## src/rtl/wb_queue_pkg.sv

```systemverilog
// Shared CPU constants and the pending-writeback entry type used by the writeback queue.
package wb_queue_pkg;

    localparam int unsigned REG_IDX_W = 4;
    localparam int unsigned DATA_W    = 32;
    localparam logic [REG_IDX_W-1:0] PC_IDX = REG_IDX_W'(15);

    typedef struct packed {
        logic [REG_IDX_W-1:0] addr;
        logic [DATA_W-1:0]    data;
    } wb_entry_t;

    function automatic logic is_pc(input logic [REG_IDX_W-1:0] idx);
        return idx == PC_IDX;
    endfunction

endpackage

```

## src/rtl/wb_queue_if.sv

```systemverilog
// Producer, drain and forwarding-lookup signals of the writeback queue.
interface wb_queue_if #(
    parameter int unsigned DEPTH = 4
) ();
    import wb_queue_pkg::*;

    localparam int unsigned CNT_W = $clog2(DEPTH) + 1;

    logic                 in_valid;
    logic                 in_ready;
    logic [REG_IDX_W-1:0] in_addr;
    logic [DATA_W-1:0]    in_data;
    logic                 drain_en;
    logic                 wrEn;
    logic [REG_IDX_W-1:0] wrAddr;
    logic [DATA_W-1:0]    wrData;
    logic [REG_IDX_W-1:0] lkAddr1;
    logic [REG_IDX_W-1:0] lkAddr2;
    logic                 lkHit1;
    logic                 lkHit2;
    logic [DATA_W-1:0]    lkData1;
    logic [DATA_W-1:0]    lkData2;
    logic [CNT_W-1:0]     count;

    modport master (
        output in_valid, in_addr, in_data, drain_en, lkAddr1, lkAddr2,
        input  in_ready, wrEn, wrAddr, wrData, lkHit1, lkHit2, lkData1, lkData2, count
    );

    modport slave (
        input  in_valid, in_addr, in_data, drain_en, lkAddr1, lkAddr2,
        output in_ready, wrEn, wrAddr, wrData, lkHit1, lkHit2, lkData1, lkData2, count
    );

endinterface

```

## src/rtl/wb_fwd_match.sv

```systemverilog
// Youngest-match forwarding search over the occupied entries of the writeback queue.
module wb_fwd_match
    import wb_queue_pkg::*;
#(
    parameter int unsigned DEPTH = 4
) (
    input  wb_entry_t                  i_entries [DEPTH],
    input  logic [DEPTH-1:0]           i_valid,
    input  logic [$clog2(DEPTH)-1:0]   i_rd_ptr,
    input  logic [REG_IDX_W-1:0]       i_lk_addr,
    output logic                       o_hit,
    output logic [DATA_W-1:0]          o_data
);

    localparam int unsigned PTR_W = $clog2(DEPTH);

    logic [PTR_W-1:0] w_idx;

    always_comb begin
        o_hit  = 1'b0;
        o_data = '0;
        w_idx  = '0;
        // Walk from the head (oldest) towards the tail so the youngest match overrides.
        for (int unsigned i = 0; i < DEPTH; i++) begin
            w_idx = i_rd_ptr + PTR_W'(i);
            if (i_valid[w_idx] && (i_entries[w_idx].addr == i_lk_addr) && !is_pc(i_lk_addr)) begin
                o_hit  = 1'b1;
                o_data = i_entries[w_idx].data;
            end
        end
    end

endmodule

```

## src/rtl/wb_queue.sv

```systemverilog
// Circular writeback queue: head drives the register-file write port, pending entries are
// visible to two forwarding lookups. Writes to the PC index are accepted and dropped.
module wb_queue
    import wb_queue_pkg::*;
#(
    parameter int unsigned DEPTH = 4
) (
    input  logic       clk,
    input  logic       rst,
    wb_queue_if.slave  bus
);

    localparam int unsigned PTR_W = $clog2(DEPTH);
    localparam int unsigned CNT_W = PTR_W + 1;

    wb_entry_t          r_entries [DEPTH];
    logic [DEPTH-1:0]   r_valid;
    logic [PTR_W-1:0]   r_rd_ptr;
    logic [PTR_W-1:0]   r_wr_ptr;
    logic [CNT_W-1:0]   r_count;

    logic               w_full;
    logic               w_empty;
    logic               w_push;
    logic               w_pop;
    wb_entry_t          w_in_entry;
    wb_entry_t          w_head;

    assign w_full     = (r_count == CNT_W'(DEPTH));
    assign w_empty    = (r_count == '0);
    assign w_push     = bus.in_valid && !w_full && !is_pc(bus.in_addr);
    assign w_pop      = !w_empty && bus.drain_en;
    assign w_in_entry = '{addr: bus.in_addr, data: bus.in_data};
    assign w_head     = r_entries[r_rd_ptr];

    always_ff @(posedge clk or negedge rst) begin
        if (!rst) begin
            r_valid  <= '0;
            r_rd_ptr <= '0;
            r_wr_ptr <= '0;
            r_count  <= '0;
        end else begin
            if (w_push) begin
                r_valid[r_wr_ptr] <= 1'b1;
                r_wr_ptr          <= r_wr_ptr + PTR_W'(1);
            end
            if (w_pop) begin
                r_valid[r_rd_ptr] <= 1'b0;
                r_rd_ptr          <= r_rd_ptr + PTR_W'(1);
            end
            if (w_push && !w_pop) begin
                r_count <= r_count + CNT_W'(1);
            end else if (w_pop && !w_push) begin
                r_count <= r_count - CNT_W'(1);
            end
        end
    end

    // Payload storage is qualified by r_valid, so it needs no reset.
    always_ff @(posedge clk) begin
        if (w_push) begin
            r_entries[r_wr_ptr] <= w_in_entry;
        end
    end

    assign bus.in_ready = !w_full;
    assign bus.wrEn     = !w_empty;
    assign bus.wrAddr   = w_empty ? '0 : w_head.addr;
    assign bus.wrData   = w_empty ? '0 : w_head.data;
    assign bus.count    = r_count;

    wb_fwd_match #(
        .DEPTH (DEPTH)
    ) u_fwd1 (
        .i_entries (r_entries),
        .i_valid   (r_valid),
        .i_rd_ptr  (r_rd_ptr),
        .i_lk_addr (bus.lkAddr1),
        .o_hit     (bus.lkHit1),
        .o_data    (bus.lkData1)
    );

    wb_fwd_match #(
        .DEPTH (DEPTH)
    ) u_fwd2 (
        .i_entries (r_entries),
        .i_valid   (r_valid),
        .i_rd_ptr  (r_rd_ptr),
        .i_lk_addr (bus.lkAddr2),
        .o_hit     (bus.lkHit2),
        .o_data    (bus.lkData2)
    );

endmodule

```

## src/flat_wrapper.sv

```systemverilog
// flat-port wrapper written by rule: the top's interface ports become plain ports
module wb_queue_flat import wb_queue_pkg::*;
#(
    parameter int unsigned DEPTH = 4
)
  (clk, rst, bus_in_valid, bus_in_addr, bus_in_data, bus_drain_en, bus_lkAddr1, bus_lkAddr2, bus_in_ready, bus_wrEn, bus_wrAddr, bus_wrData, bus_lkHit1, bus_lkHit2, bus_lkData1, bus_lkData2, bus_count);
  wb_queue_if #(.DEPTH(DEPTH)) bus_i ();
  input  logic clk;
  input  logic rst;
  input wire logic [$bits(bus_i.in_valid)-1:0] bus_in_valid;
  input wire logic [$bits(bus_i.in_addr)-1:0] bus_in_addr;
  input wire logic [$bits(bus_i.in_data)-1:0] bus_in_data;
  input wire logic [$bits(bus_i.drain_en)-1:0] bus_drain_en;
  input wire logic [$bits(bus_i.lkAddr1)-1:0] bus_lkAddr1;
  input wire logic [$bits(bus_i.lkAddr2)-1:0] bus_lkAddr2;
  output wire logic [$bits(bus_i.in_ready)-1:0] bus_in_ready;
  output wire logic [$bits(bus_i.wrEn)-1:0] bus_wrEn;
  output wire logic [$bits(bus_i.wrAddr)-1:0] bus_wrAddr;
  output wire logic [$bits(bus_i.wrData)-1:0] bus_wrData;
  output wire logic [$bits(bus_i.lkHit1)-1:0] bus_lkHit1;
  output wire logic [$bits(bus_i.lkHit2)-1:0] bus_lkHit2;
  output wire logic [$bits(bus_i.lkData1)-1:0] bus_lkData1;
  output wire logic [$bits(bus_i.lkData2)-1:0] bus_lkData2;
  output wire logic [$bits(bus_i.count)-1:0] bus_count;
  assign bus_i.in_valid = bus_in_valid;
  assign bus_i.in_addr = bus_in_addr;
  assign bus_i.in_data = bus_in_data;
  assign bus_i.drain_en = bus_drain_en;
  assign bus_i.lkAddr1 = bus_lkAddr1;
  assign bus_i.lkAddr2 = bus_lkAddr2;
  assign bus_in_ready = bus_i.in_ready;
  assign bus_wrEn = bus_i.wrEn;
  assign bus_wrAddr = bus_i.wrAddr;
  assign bus_wrData = bus_i.wrData;
  assign bus_lkHit1 = bus_i.lkHit1;
  assign bus_lkHit2 = bus_i.lkHit2;
  assign bus_lkData1 = bus_i.lkData1;
  assign bus_lkData2 = bus_i.lkData2;
  assign bus_count = bus_i.count;
  wb_queue #(.DEPTH(DEPTH)) u_core (.clk(clk), .rst(rst), .bus(bus_i));
endmodule
```

## config.mk

```make
export PLATFORM = sky130hd
export DESIGN_NAME = wb_queue_flat
export DESIGN_NICKNAME = d
export VERILOG_FILES = /design/src/rtl/wb_queue_pkg.sv /design/src/rtl/wb_queue_if.sv /design/src/rtl/wb_fwd_match.sv /design/src/rtl/wb_queue.sv /design/src/flat_wrapper.sv
export SDC_FILE = /design/constraint.sdc
export NUM_CORES = 1
export LEC_CHECK = 0
export BUFFER_PORTS_ARGS = -buffer_cell sky130_fd_sc_hd__buf_2
export CAP_MARGIN = 20
export CORE_ASPECT_RATIO = 2
export CORE_MARGIN = 5
export CORE_UTILIZATION = 35
export CTS_CLUSTER_DIAMETER = 200
export DETAILED_ROUTE_END_ITERATION = 6
export GPL_TIMING_DRIVEN = 0
export SLEW_MARGIN = 20
export SYNTH_ARGS = -nofsm -noshare
export SYNTH_HDL_FRONTEND = slang
export SYNTH_SLANG_ARGS = --single-unit
```

## constraint.sdc

```tcl
create_clock -name clk -period 5.7 [get_ports clk]
set_input_delay 1.14 -clock clk [delete_from_list [all_inputs] [get_ports clk]]
set_output_delay 1.14 -clock clk [all_outputs]
set_load 0.01 [all_outputs]
```

Yosys cells after proc, flatten, opt, wreduce, memory -nomap -nowiden
Cells that the tools add are included.
{ "totals": {"register_bits": 155, "inputBits": 48, "out_inout_bits": 107, "wordCells": 133} }
{ "op_classes": {"add_sub_neg": 6, "order_cmp": 13, "eq_ne": 12, "n_mux": 49, "bitwise": 8, "reduce_logical": 33} }
{ "op_table": {"columns": ["op", "count"], "rows": [
  ["two-way mux 36 bit", 9],
  ["binary-select mux 36 bit (select 2 bit)", 4],
  ["two-way mux 32 bit", 9],
  ["bitwise mux 144 bit", 1],
  ["demux 36 bit (select 2 bit)", 1],
  ["equality test 4 bit", 8],
  ["logical AND 1 bit", 24],
  ["greater-or-equal comparator 3 bit (second input constant)", 5],
  ["< comparator 2 x 3 -> 1 bit (second input constant)", 5],
  ["inverter 2 -> 3 bit", 5],
  ["two-way mux 1 bit", 14],
  ["equality test 4 bit (second input constant)", 3],
  ["two-way mux 4 bit", 3],
  ["binary-select mux 1 bit (select 2 bit)", 4],
  ["zero test 1 bit", 7],
  ["two-way mux 3 bit", 2],
  ["adder 2 x 1 -> 2 bit (second input constant)", 2],
  ["adder 2 bit (second input constant)", 2],
  ["bitwise AND 4 bit", 1],
  ["demux 1 bit (select 2 bit)", 2],
  ["greater-or-equal comparator 2 x 1 -> 1 bit (second input constant)", 2],
  ["inverter 4 bit", 1],
  ["bitwise OR 4 bit", 1],
  ["adder 3 x 1 -> 3 bit (second input constant)", 1],
  ["other kinds (5)", 5]
]} }

Logic depth before layout (Yosys ltp)
{ "depth": {"depth_word": 11, "mapped_depth": 14} }

Hierarchy
From an unflattened synthesis, not the netlist that was laid out.
{ "unflattened": {"cells_unflattened": 1686, "hier_area_um2": 15562.4} }
{ "modules_own_cells": {"columns": ["mod", "instances", "cells_each", "area_each_um2", "seq_area_each_um2"], "rows": [
  ["wb_fwd_match", 2, 701, 4735.8, 0.0],
  ["wb_queue", 1, 284, 6090.8, 4599.4]
]} }

Worst setup path after synthesis
Ideal clock, no wire load.
{ "synth_timing": {"kind": "register -> output", "from": "register u_core.r_rd_ptr[1]", "to": "output port bus_lkData1[12]", "t_arrival_ns": 3.875, "required_time_ns": 4.560, "path_slack_ns": 0.685, "stages_incl_launch_ff": 15, "path_buffers": 6, "cell_sequence": "dfrtp_1 buf_2 buf_1 buf_1 inv_1 ha_1 buf_6 mux4_2 xnor2_2 nand3_2 or2_0 buf_2 a211o_4 buf_6 o221ai_2"} }
{ "synth_via": {"elab_chain_cells": 11, "word_cells_on_any_way": 43, "classes_between": "add/sub (3); eq/ne (4); mux (24); bitwise (4); reduce/logical (8)"} }
{ "synth_rtl": {"columns": ["item", "line_no", "text"], "rows": [
  ["start, declared", "wb_queue.sv:18", "logic [PTR_W-1:0] r_rd_ptr;"],
  ["start signal, assigned", "wb_queue.sv:49", "r_rd_ptr <= r_rd_ptr + PTR_W'(1);"],
  ["adder 2 x 1 -> 2 bit / inverter 2 -> 3 bit (equally long branches)", "wb_fwd_match.sv:25, wb_fwd_match.sv:26, wb_fwd_match.sv:28", null],
  ["inverter 2 -> 3 bit (implied by the code) / binary-select mux 36 bit (select 2 bit) (equally long branches)", "wb_fwd_match.sv:26, wb_fwd_match.sv:28", null],
  ["binary-select mux 36 bit (select 2 bit) / two-way mux 36 bit (equally long branches)", "wb_fwd_match.sv:26, wb_fwd_match.sv:28", null],
  ["two-way mux 36 bit (implied by the code)", "wb_fwd_match.sv:28", "o_data = i_entries[w_idx].data;"],
  ["two-way mux 36 bit (implied by the code) / equality test 4 bit (equally long branches)", "wb_fwd_match.sv:28, wb_fwd_match.sv:26", null],
  ["equality test 4 bit / logical AND 1 bit (equally long branches)", "wb_fwd_match.sv:26", "if (i_valid[w_idx] && (i_entries[w_idx].addr == i_lk_addr) && !is_pc(i_lk_addr)) begin"],
  ["logical AND 1 bit", "wb_fwd_match.sv:26", null],
  ["logical AND 1 bit / two-way mux 32 bit (equally long branches)", "wb_fwd_match.sv:26", null],
  ["two-way mux 32 bit (2 in a row)", "wb_fwd_match.sv:26", null],
  ["two-way mux 32 bit (*)", "wb_fwd_match.sv:26", null],
  ["end, declared", "flat_wrapper.sv:22", "output wire logic [$bits(bus_i.lkData1)-1:0] bus_lkData1;"]
]} }
Mark *: on every way between the ends. The rest lies on a longest branch, timed or not. The select of a mux whose other input is x is not followed.

Worst setup path in the final report
{ "layout_timing": {"from": "register u_core.r_rd_ptr[1]", "to": "output port bus_lkData2[28]"} }
{ "layout_via": {"elab_chain_cells": 11, "word_cells_on_any_way": 43, "classes_between": "add/sub (3); eq/ne (4); mux (24); bitwise (4); reduce/logical (8)"} }
{ "layout_rtl": {"columns": ["item", "line_no", "text"], "rows": [
  ["adder 2 x 1 -> 2 bit / inverter 2 -> 3 bit (equally long branches)", "wb_fwd_match.sv:25, wb_fwd_match.sv:26, wb_fwd_match.sv:28", null],
  ["inverter 2 -> 3 bit (implied by the code) / binary-select mux 36 bit (select 2 bit) (equally long branches)", "wb_fwd_match.sv:26, wb_fwd_match.sv:28", null],
  ["binary-select mux 36 bit (select 2 bit) / two-way mux 36 bit (equally long branches)", "wb_fwd_match.sv:26, wb_fwd_match.sv:28", null],
  ["two-way mux 36 bit (implied by the code)", "wb_fwd_match.sv:28", null],
  ["two-way mux 36 bit (implied by the code) / equality test 4 bit (equally long branches)", "wb_fwd_match.sv:28, wb_fwd_match.sv:26", null],
  ["equality test 4 bit / logical AND 1 bit (equally long branches)", "wb_fwd_match.sv:26", null],
  ["logical AND 1 bit", "wb_fwd_match.sv:26", null],
  ["logical AND 1 bit / two-way mux 32 bit (equally long branches)", "wb_fwd_match.sv:26", null],
  ["two-way mux 32 bit (2 in a row)", "wb_fwd_match.sv:26", null],
  ["two-way mux 32 bit (*)", "wb_fwd_match.sv:26", null],
  ["end, declared", "flat_wrapper.sv:23", "output wire logic [$bits(bus_i.lkData2)-1:0] bus_lkData2;"]
]} }
Marked as above.

==> flow_metrics.py <==
metrics = {
    "synthesis": {
        "synth_top_family_by_area": "multiplexers",
        "ys_async_sr_fraction": 0.0710,
        "synth_area_per_cell_um2": 14.2,
        "synth_top_cell_by_area": "edfxtp_1",
        "synth.distinct_cells": 53,
        "muxShareOfSynthArea": 0.334,
        "synth_fa_ha_area_frac": 0.0118,
        "ys_ff_latch": 155,
        "synth_seq_area_share": 0.408,
        "synthCells": 794,
        "synthesis.nets": 852,
        "ys.flop_type": "edfxtp_1",
        "synthTopCellsByArea": "edfxtp_1 (38%), mux4_2 (29%), mux2i_1 (3.7%)",
        "synth_compound_area_frac": 0.0928,
        "synth_simple_gate_area_frac": 0.0867,
        "yosysWarnings": 0,
        "synth.top_cell.area_share": 0.383,
        "synth_area_mm2": 0.0113,
        "synth_xor_area_frac": 0.0292,
        "synth_edf_count": 144,
    },
    "run": {
        "drv_cap": 0,
    },
    "final_layout": {
        "syn_to_final_growth_pct": 17.4,
        "drive_gt1_frac": 0.426,
        "final_util": 0.414,
        "final_nets": 1019,
    },
    "cts": {
        "worstSkewPairLatency_ns": 0.45,
        "clock_sinks": 155,
        "htreeDepth": 4,
        "cts_tree": "yes",
        "cts_root_buffer": "clkbuf_16",
        "clk_pin_slew_ns": 0.06,
        "cts_made_buffers": 17,
        "cts.path.max_buffers": 2,
    },
    "hold_path": {
        "hp-start": "u_core.bus.count[2]",
        "min_path_cells": 1,
        "min_path_type": "reg -> reg",
        "hold-path-endpoint": "u_core.bus.count[2]",
    },
    "critical_path": {
        "regToRegEndpoint": "u_core.r_rd_ptr[1]",
        "r2r_slack_ns": 2.38,
        "r2r-start": "u_core.r_rd_ptr[1]",
        "worstSetupPathType": "reg -> out",
        "path_max_fanout": 19,
        "cp_data_required_time_ns": 4.56,
        "critical_path_arrival_ns": 4.40,
        "startpoint_type": "register",
        "cp-end-kind": "primary output",
        "r2r_cells": 10,
    },
    "floorplanning": {
        "initial_core_util": 0.352,
        "io_pins": 155,
        "coreArea_mm2": 0.0320,
        "die_y_um": 264,
        "die_w_um": 137,
        "rows": 93,
        "fp.dieArea_mm2": 0.0361,
    },
    "sta": {
        "tightest_slew_ns": 0.971,
        "skew_ns": 0.00966,
        "clock.fmax_mhz": 180,
        "fin_tns_setup_ns": 0,
        "min_period_ns": 5.54,
        "final_max_slew_viol_count": 0,
        "finalHoldViolCount": 0,
        "finalCritPeriodShare": 0.973,
        "fin_ws_ns": 0.156,
        "max_slew_margin": 0.352,
        "rsz0062_at_grt": "false",
        "setup_viol": 0,
    },
    "routing": {
        "drt_first_pass_iters": 5,
        "vias_per_cell": 6.08,
        "drt_wl_total_um": 39600,
        "antenna_left": 0,
        "wl_per_cell_um": 28.2,
        "drc": 0,
        "vias": 8530,
        "drt_iter0_markers": 629,
    },
    "placement": {
        "numPortBuffers": 147,
        "place.gp.congestion": 0.952,
        "hpwlAfterDp_um": 30200,
        "pre_cts_ws_ns": -0.922,
    },
    "global_route": {
        "antenna_found_initial": 4,
        "grt_pass1_wl_um": 57800,
        "grtUsageTotal": 0.220,
        "grt_pass1_vias": 9133,
        "grt_max_degree": 38,
        "grt_overflow_total": 0,
    },
    "run_status": {
        "status": "finished clean",
    },
    "power": {
        "power.leakage_nw": 4.61,
        "peakVddDrop_v": 0.000235,
        "cellPowerDensity_mw_per_mm2": 641,
    },
}
==> where the power goes <==
group | switching (W) | internal [W]
Combinational | 0.00316 | 0.00250
Sequential | 0.000198 | 0.00151
Clock | 0.000478 | 0.000637
==> metrics by stage <==
step                hold WS, ns  instances  instance area (um^2)  power, W
finish                    0.520       1404                 13200   0.00848
global route              0.532       1403                 13200   0.00893
CTS                       0.516       1401                 13200   0.00853
detailed placement        0.508       1369                 12600   0.00736
global placement          0.491       1368                 12500   0.00731
floorplan                 0.534        794                 11300   0.00552
==> cells in the final DEF, fill, tap and decap left out, types with 5 or more instances in the layout <==
| cell | count |
|---|---|
| buf_2 | 175 |
| mux4_2 | 145 |
| edfxtp_1 | 144 |
| nand2_1 | 92 |
| mux2i_1 | 42 |
| and2_1 | 40 |
| clkbuf_1 | 32 |
| xnor2_1 | 25 |
| o221ai_2 | 20 |
| a221oi_1 | 20 |
| nand3_1 | 20 |
| clkbuf_16 | 19 |
| o21ai_0 | 17 |
| o211ai_1 | 16 |
| o21ai_1 | 13 |
| inv_1 | 10 |
| dfrtp_1 | 10 |
| ha_1 | 9 |
| nor2_1 | 8 |
| buf_6 | 7 |
| and3_1 | 7 |
| xor2_1 | 7 |
| nor3_1 | 5 |
| clkbuf_2 | 5 |
| nand4_1 | 5 |
==> Yosys cell counts (6+ instances only) <==
master    count
a221oi_1     20
and2_1       44
and3_1        7
buf_1         6
buf_2        29
buf_6         6
clkbuf_1     35
dfrtp_1      11
edfxtp_1    144
ha_1          9
inv_1        10
mux2i_1      42
mux4_2      145
nand2_1      92
nand3_1      20
nor2_1        8
o211ai_1     16
o21ai_0      17
o21ai_1      13
o221ai_2     20
xnor2_1      25
xor2_1        7
==> state kept, by name, summed over array words and instances (netlist names) <==
register          cells
u_core.r_valid        4
u_core.r_entries    144
u_core.bus.count      3
u_core.r_wr_ptr       2
u_core.r_rd_ptr       2
==> worst max-delay path: stages (launching register included) <==
cell	delay, ns
dfrtp_2	0.38
buf_8	0.19
buf_6	0.21
inv_1	0.10
ha_1	0.39
buf_6	0.20
mux4_2	0.57
xnor2_1	0.16
and3_1	0.22
a211oi_4	0.55
buf_4	0.31
a221oi_1	0.09
o22ai_1	0.36
buf_2	0.21
==> worst max path at each step <==
stage,endpoint,slack (ns),from
2_1_floorplan,bus_lkData1[12],0.69,u_core.r_rd_ptr[1]
3_3_place_gp,bus_lkData1[28],-0.96,u_core.r_rd_ptr[1]
3_5_place_dp,bus_lkData1[28],-0.92,u_core.r_rd_ptr[1]
4_1_cts,bus_lkData1[13],0.13,u_core.r_rd_ptr[1]
5_1_grt,bus_lkData1[3],0.03,u_core.r_rd_ptr[1]
6_report,bus_lkData2[28],0.16,u_core.r_rd_ptr[1]
==> cell type report <==
cell class	instances	area, um^2
flip-flops and latches	155	4600
inverters	11	41.3
repair buffers	149	771
diodes	3	7.51
fillers	2994	18800
clock buffers	22	507
plain buffers	78	424
clock inverters	10	73.8
well taps	427	534
multi-input cells	549	6280
==> kinds of logic after synthesis <==
logic type / after synthesis
xor+xnor: 35
fa+ha+maj: 10
mux: 191
buf+inv: 90
simple gates: 196
compound gates: 117
flops: 155
==> routing by layer <==
metal	GRT usage	routed length, um	vias to the layer above	share of wire
li1	-	-	3616	-
met1	0.222	12600	4339	0.32
met2	0.403	21600	442	0.54
met3	0.0434	2620	131	0.066
met4	0.135	2790	2	0.071
met5	0	11	-	0.00028
==> what timing repair did <==
action / in CTS / in global routing
buffers inserted: 1 / 0
hold buffers: 0 / 0
gates resized for setup: 16 / 5
setup endpoints to repair: 66 / 16
pin swaps: 0 / 0
No activity file was read; power rests on OpenSTA's default activity.
